`src/rtl/shared_ram_pkg.sv`:
```
// Shared constants and helpers for the shared-RAM arbiter and other round-robin arbiters.
package shared_ram_pkg;

   localparam int WORD_BYTES = 4;
   localparam int DATA_WIDTH = 32;
   localparam int MAX_REQ    = 8;

   function automatic int idx_width(input int n);
      return (n <= 1) ? 1 : $clog2(n);
   endfunction

   // Rotates the low n bits of v left by amt (0 < amt <= n); bits at and above n stay zero.
   function automatic logic [MAX_REQ-1:0] rotl(input logic [MAX_REQ-1:0] v,
                                               input int amt,
                                               input int n);
      logic [MAX_REQ-1:0] r;
      int j;
      r = '0;
      for (int k = 0; k < MAX_REQ; k++) begin
         if (k < n) begin
            j = k + amt;
            if (j >= n) j = j - n;
            r[j[2:0]] = v[k];
         end
      end
      return r;
   endfunction

endpackage

```
`src/rtl/rr_priority_pick.sv`:
```
// Combinational round-robin picker: first set request at or above ptr, wrapping.
// Zero latency; no state, so no backpressure of its own.
module rr_priority_pick
   import shared_ram_pkg::*;
#(
   parameter int N = 2
) (
   input  logic [N-1:0]            req,
   input  logic [idx_width(N)-1:0] ptr,
   output logic [N-1:0]            gnt,
   output logic [idx_width(N)-1:0] idx,
   output logic                    found
);

   localparam int IW = idx_width(N);

   logic [MAX_REQ-1:0] req_ext;
   logic [MAX_REQ-1:0] rot;
   int                 first;
   int                 sum;

   always_comb begin
      req_ext        = '0;
      req_ext[N-1:0] = req;
      // Rotating left by N-ptr moves requester ptr down to bit 0.
      rot   = rotl(req_ext, N - int'(ptr), N);
      first = 0;
      found = 1'b0;
      for (int i = MAX_REQ - 1; i >= 0; i--) begin
         if (rot[i]) begin
            first = i;
            found = 1'b1;
         end
      end
      sum = first + int'(ptr);
      if (sum >= N) sum = sum - N;
      idx = IW'(sum);
      gnt = '0;
      if (found) gnt[idx] = 1'b1;
   end

endmodule

```
`src/rtl/shared_ram_arbiter.sv`:
```
// Round-robin arbiter of NUM_REQ requesters onto one RAM port, with lock for RMW sequences.
// Grant is same-cycle; response one cycle after acceptance; a locked idle owner stalls everyone else.
module shared_ram_arbiter
   import shared_ram_pkg::*;
#(
   parameter int ADDR_WIDTH = 6,
   parameter int NUM_REQ    = 2
) (
   input  logic                             clk,
   input  logic                             resetn,
   input  logic [NUM_REQ-1:0]               req_valid,
   input  logic [NUM_REQ*ADDR_WIDTH-1:0]    req_addr,
   input  logic [NUM_REQ*DATA_WIDTH-1:0]    req_wdata,
   input  logic [NUM_REQ*WORD_BYTES-1:0]    req_wstrb,
   input  logic [NUM_REQ-1:0]               req_lock,
   output logic [NUM_REQ-1:0]               req_ready,
   output logic [NUM_REQ-1:0]               rsp_valid,
   output logic [DATA_WIDTH-1:0]            rsp_rdata,
   output logic [ADDR_WIDTH-1:0]            ram_addr,
   output logic [DATA_WIDTH-1:0]            ram_wdata,
   output logic [WORD_BYTES-1:0]            ram_we,
   input  logic [DATA_WIDTH-1:0]            ram_q
);

   localparam int IW = idx_width(NUM_REQ);

   logic [IW-1:0]         rr_ptr;
   logic                  lock_vld;
   logic [IW-1:0]         lock_id;
   logic                  rsp_pend;
   logic [IW-1:0]         rsp_id;
   logic [ADDR_WIDTH-1:0] last_addr;
   logic [DATA_WIDTH-1:0] last_wdata;

   logic [NUM_REQ-1:0]    pick_gnt;
   logic [IW-1:0]         pick_idx;
   logic                  pick_found;
   logic                  gnt_vld;
   logic [IW-1:0]         gnt_idx;

   rr_priority_pick #(.N(NUM_REQ)) u_pick (
      .req   (req_valid),
      .ptr   (rr_ptr),
      .gnt   (pick_gnt),
      .idx   (pick_idx),
      .found (pick_found)
   );

   always_comb begin
      gnt_vld   = 1'b0;
      gnt_idx   = '0;
      req_ready = '0;
      if (!resetn) begin
         gnt_vld = 1'b0;
      end else if (lock_vld && req_valid[lock_id]) begin
         gnt_vld            = 1'b1;
         gnt_idx            = lock_id;
         req_ready[lock_id] = 1'b1;
      end else if (!(lock_vld && req_lock[lock_id]) && pick_found) begin
         gnt_vld   = 1'b1;
         gnt_idx   = pick_idx;
         req_ready = pick_gnt;
      end
   end

   // Idle cycles keep the last address/data on the port; only ram_we drops.
   always_comb begin
      ram_addr  = resetn ? last_addr : '0;
      ram_wdata = last_wdata;
      ram_we    = '0;
      if (gnt_vld) begin
         ram_addr  = req_addr[int'(gnt_idx)*ADDR_WIDTH +: ADDR_WIDTH];
         ram_wdata = req_wdata[int'(gnt_idx)*DATA_WIDTH +: DATA_WIDTH];
         ram_we    = req_wstrb[int'(gnt_idx)*WORD_BYTES +: WORD_BYTES];
      end
   end

   always_ff @(posedge clk) begin
      if (!resetn) begin
         rr_ptr     <= '0;
         lock_vld   <= 1'b0;
         lock_id    <= '0;
         rsp_pend   <= 1'b0;
         rsp_id     <= '0;
         last_addr  <= '0;
         last_wdata <= '0;
      end else begin
         rsp_pend <= gnt_vld;
         if (gnt_vld) begin
            rsp_id     <= gnt_idx;
            rr_ptr     <= (int'(gnt_idx) == NUM_REQ - 1) ? '0 : gnt_idx + 1'b1;
            last_addr  <= ram_addr;
            last_wdata <= ram_wdata;
            lock_vld   <= req_lock[gnt_idx];
            lock_id    <= gnt_idx;
         end else if (lock_vld && !req_valid[lock_id] && !req_lock[lock_id]) begin
            lock_vld <= 1'b0;
         end
      end
   end

   always_comb begin
      rsp_valid = '0;
      if (rsp_pend && resetn) rsp_valid[rsp_id] = 1'b1;
      rsp_rdata = ram_q;
   end

endmodule

```
`config.mk`:
```
export PLATFORM = sky130hd
export DESIGN_NAME = shared_ram_arbiter
export DESIGN_NICKNAME = d
export VERILOG_FILES = /design/src/rtl/shared_ram_pkg.sv /design/src/rtl/rr_priority_pick.sv /design/src/rtl/shared_ram_arbiter.sv
export SDC_FILE = /design/constraint.sdc
export NUM_CORES = 1
export LEC_CHECK = 0
export CORE_UTILIZATION = 33
export DETAILED_ROUTE_END_ITERATION = 12
export PLACE_DENSITY = 0.78
export SLEW_MARGIN = 0
export SYNTH_ARGS = -nofsm -noshare
export SYNTH_HDL_FRONTEND = slang
export SYNTH_SLANG_ARGS = --single-unit
export TNS_END_PERCENT = 100
```
`constraint.sdc`:
```
create_clock -name clk -period 2.02 [get_ports clk]
set_input_delay 0.404 -clock clk [delete_from_list [all_inputs] [get_ports clk]]
set_output_delay 0.404 -clock clk [all_outputs]
set_load 0.01 [all_outputs]
```
==> metrics.txt <==
# TYPE chip_impl_metric gauge
chip_impl_info{name="status",value="finished with violations"} 1
chip_impl_info{name="violations",value="negative setup slack"} 1
chip_impl_metric{name="numClockSinks",unit=""} 42
chip_impl_metric{name="numCtsBuffers",unit=""} 5
chip_impl_metric{name="worst_slew_pin_slew",unit="ns"} 0.3558
chip_impl_metric{name="ir_worst_vdd",unit="mV"} 0.2333
chip_impl_metric{name="syn_area",unit="mm²"} 0.003015
chip_impl_metric{name="arrival",unit="ns"} 2.07
chip_impl_metric{name="finalSetupTns",unit="ns"} -17.41
chip_impl_info{name="final_common_cell",value="clkdlybuf4s50_1"} 1
chip_impl_metric{name="timing.critical_path.required",unit="ns"} 1.62
chip_impl_info{name="timing.critical_path.slowest_stage_cell",value="or3b_4"} 1
chip_impl_metric{name="wire_length_of_the_first_global_routing_pass",unit="µm"} 15060
chip_impl_metric{name="timing.critical_path.fanout_max",unit=""} 11
chip_impl_metric{name="die_boundary_height",unit="µm"} 97.59
chip_impl_metric{name="ys_seq_elements",unit=""} 42
chip_impl_metric{name="postRouteWirelength",unit="µm"} 9404
chip_impl_metric{name="drt-initial-drc-count",unit=""} 99
chip_impl_metric{name="fp.coreArea",unit="mm²"} 0.008763
chip_impl_metric{name="worst_setup_slack_final",unit="ns"} -0.4544
chip_impl_metric{name="floorplan.io_pins",unit=""} 200
chip_impl_metric{name="clock_path_buffers",unit=""} 2
chip_impl_metric{name="design_power_total",unit="W"} 0.002533
chip_impl_metric{name="timing.max_slew.rel_slack",unit="%"} 76.28
chip_impl_metric{name="floorplan.die.width",unit="µm"} 97.59
chip_impl_info{name="cts_tree",value="done"} 1
chip_impl_metric{name="wl_per_cell",unit="µm"} 16.19
chip_impl_metric{name="hold_violation_total_from_the_final_report",unit=""} 0
chip_impl_metric{name="first_global_vias",unit=""} 3144
chip_impl_metric{name="clk_pin_slew_worst_paths",unit="ns"} 0.08
chip_impl_info{name="mostFrequentLayoutCells",value="clkdlybuf4s50_1 (86), buf_2 (43), dfxtp_1 (39)"} 1
chip_impl_metric{name="hpwlAfterDp",unit="µm"} 6338
chip_impl_metric{name="post_synth_num_cell_types",unit=""} 36
chip_impl_metric{name="detail_route.first_pass.iterations",unit=""} 4
chip_impl_metric{name="grt_start_max_net_pins",unit=""} 33
chip_impl_metric{name="start_util",unit="%"} 34.41
chip_impl_metric{name="grt_overflow_total",unit=""} 0
chip_impl_info{name="end_kind",value="output port"} 1
chip_impl_metric{name="num_rows",unit=""} 34
chip_impl_metric{name="post_route_cells_drive_above_1_share",unit="%"} 27.48
chip_impl_info{name="critical_path.cell_chain",value="or3b_4, o2111ai_4, inv_4, buf_12, buf_12, and2_1, a221o_1, buf_2"} 1
chip_impl_metric{name="drv_slew",unit=""} 0
chip_impl_info{name="rsz0062_at_grt",value="yes"} 1
chip_impl_info{name="synth_flop_cell",value="dfxtp_1"} 1
chip_impl_metric{name="fmax",unit="MHz"} 404.1
chip_impl_metric{name="power-per-cell-area",unit="mW/mm²"} 547.8
chip_impl_metric{name="critical_path_buf_inv_count",unit=""} 4
chip_impl_info{name="timing.critical_path.from_type",value="flip-flop"} 1
chip_impl_metric{name="antenna_left",unit=""} 0
chip_impl_metric{name="avgSynthCellArea",unit="µm²"} 8.791
chip_impl_metric{name="initial_antenna_violation_count",unit=""} 0
chip_impl_metric{name="synth_edf_count",unit=""} 0
chip_impl_metric{name="design.die.area",unit="mm²"} 0.009524
chip_impl_info{name="critical-path-top-delay-family",value="simple AND/OR/NAND/NOR gates"} 1
chip_impl_metric{name="synth_seq_area_share",unit="%"} 27.88
chip_impl_metric{name="num_antenna_cells",unit=""} 0
chip_impl_metric{name="syn_to_final_growth",unit="%"} 53.36
chip_impl_metric{name="final_cycle_utilization_of_the_critical_path",unit="%"} 122.5
chip_impl_metric{name="max_cap_violations",unit=""} 0
chip_impl_metric{name="routed_via_density",unit=""} 5.458
chip_impl_metric{name="synth.yosys.warnings",unit=""} 0
chip_impl_metric{name="final_core_util",unit="%"} 52.77
chip_impl_metric{name="finalHoldWorstSlack",unit="ns"} 0.4682
chip_impl_metric{name="dr_total_vias",unit=""} 3171
chip_impl_info{name="timing.hold.worst.class",value="reg2reg"} 1
chip_impl_metric{name="cts_hold_repair.buffers",unit=""} 0
chip_impl_info{name="setup.worst_path.class",value="reg2out"} 1
chip_impl_metric{name="io_buffer_count",unit=""} 135
chip_impl_metric{name="cpPeakStageDelay",unit="ns"} 0.41
chip_impl_metric{name="synth_cells",unit=""} 343
chip_impl_metric{name="finalSetupViolCount",unit=""} 48
chip_impl_metric{name="leakage",unit="nW"} 2.038
chip_impl_metric{name="drc",unit=""} 0
chip_impl_metric{name="depth_of_the_cts_h_tree",unit=""} 2
chip_impl_metric{name="post_layout_nonfiller_instances",unit=""} 581
chip_impl_metric{name="dp.cells",unit=""} 554
chip_impl_metric{name="layout_min_cycle_time",unit="ns"} 2.474
chip_impl_metric{name="worst_clock_skew",unit="ns"} 0.005587
chip_impl_metric{name="synth-async-reset-ratio",unit="%"} 0
chip_impl_metric{name="layout.nets",unit=""} 595
chip_impl_info{name="path_common_cell",value="buf_12"} 1
chip_impl_metric{name="track_usage",unit="%"} 19.06
chip_impl_info{name="cts-root-buf",value="clkbuf_8"} 1
chip_impl_metric{name="synth_nets",unit=""} 465
chip_impl_metric{name="worstSkewPairLatency",unit="ns"} 0.28
chip_impl_metric{name="gp_routability_congestion",unit=""} 0.7984
## power breakdown
part	internal (W)	leakage (nW)	switching (W)	total (W)
Clock	0.000238	0.0383	0.000257	0.000495
Combinational	0.000612	1.65	0.000464	0.00108
Sequential	0.000915	0.350	0.0000467	0.000962
Total	0.00176	2.04	0.000768	0.00253
## synthesized netlist by cell type (all sizes together) (2+ instances only)
| cell type | number | area (µm²) |
|---|---|---|
| a21oi | 7 | 35.03 |
| a221o | 32 | 320.3 |
| a311o | 12 | 120.1 |
| and2 | 38 | 237.7 |
| buf | 50 | 367.8 |
| clkbuf | 15 | 56.30 |
| dfxtp | 42 | 840.8 |
| inv | 2 | 10.01 |
| mux2i | 34 | 340.3 |
| nand2 | 23 | 86.33 |
| nor2 | 4 | 15.01 |
| o2111ai | 2 | 23.77 |
| o211ai | 32 | 240.2 |
| o21ai | 36 | 191.4 |
## sequential cells by signal (all words and copies together), names as in the netlist
name / flops
last_wdata: 32
rsp_id: 1
rr_ptr: 1
last_addr: 6
rsp_pend: 1
lock_vld: 1
## cell type report
cell class | instances | area, µm²
inverter | 2 | 13.76
fill | 829 | 4139
timing repair buffer | 188 | 1744
multi-input combinational | 234 | 1808
tap | 108 | 135.1
sequential | 42 | 847.1
clock buffer | 7 | 76.32
## tightest hold or removal path, cell delays in order (launching register included)
cell and delay [ns]:
dfxtp_1 0.31, nand2_1 0.05, mux2i_1 0.06
## stage by stage
step | instance area [µm²] | setup WS [ns]
final | 4624 | -0.4544
after global routing | 4624 | -0.5379
after CTS | 4599 | -0.4866
after detailed placement | 4388 | -1.013
after global placement | 4388 | -0.9554
after floorplan | 3034 | -0.05053
## per-layer routing
| layer | global-route usage (%) | vias to the layer above | part of all wire (%) |
|---|---|---|---|
| met5 | 0 | - | 0 |
| met4 | 5.656 | 0 | 1.9 |
| met3 | 4.245 | 24 | 6.2 |
| met2 | 34.64 | 126 | 50 |
| met1 | 22.10 | 1500 | 42 |
| li1 | - | 1521 | - |
## worst paths after layout
path,startpoint,end,slack [ns],cells past startpoint
setup reg to reg,rr_ptr,last_wdata[17],-0.01,6
hold / removal,last_wdata[31],last_wdata[31],0.47,2
hold reg to reg,last_wdata[31],last_wdata[31],0.47,2
setup / recovery,rr_ptr,ram_wdata[31],-0.45,8
## cells by family (layout without fill, tap and decap cells)
kind of cell,after synthesis,after routing,share of synthesized area (%)
AND/OR/NAND/NOR,73,73,13.90
AO/OA/AOI/OAI,127,127,32.53
buffers and inverters,67,197,14.40
multiplexers,34,34,11.29
flip-flops,42,42,27.88
## timing repair
action,CTS,global route
resized for setup,211,16
buffers inserted,13,3
setup endpoints to repair,70,69
endpoints found under the hold margin,0,0
pin swaps,18,5
cloned,4,1
No activity file was read; power rests on OpenSTA's default activity.
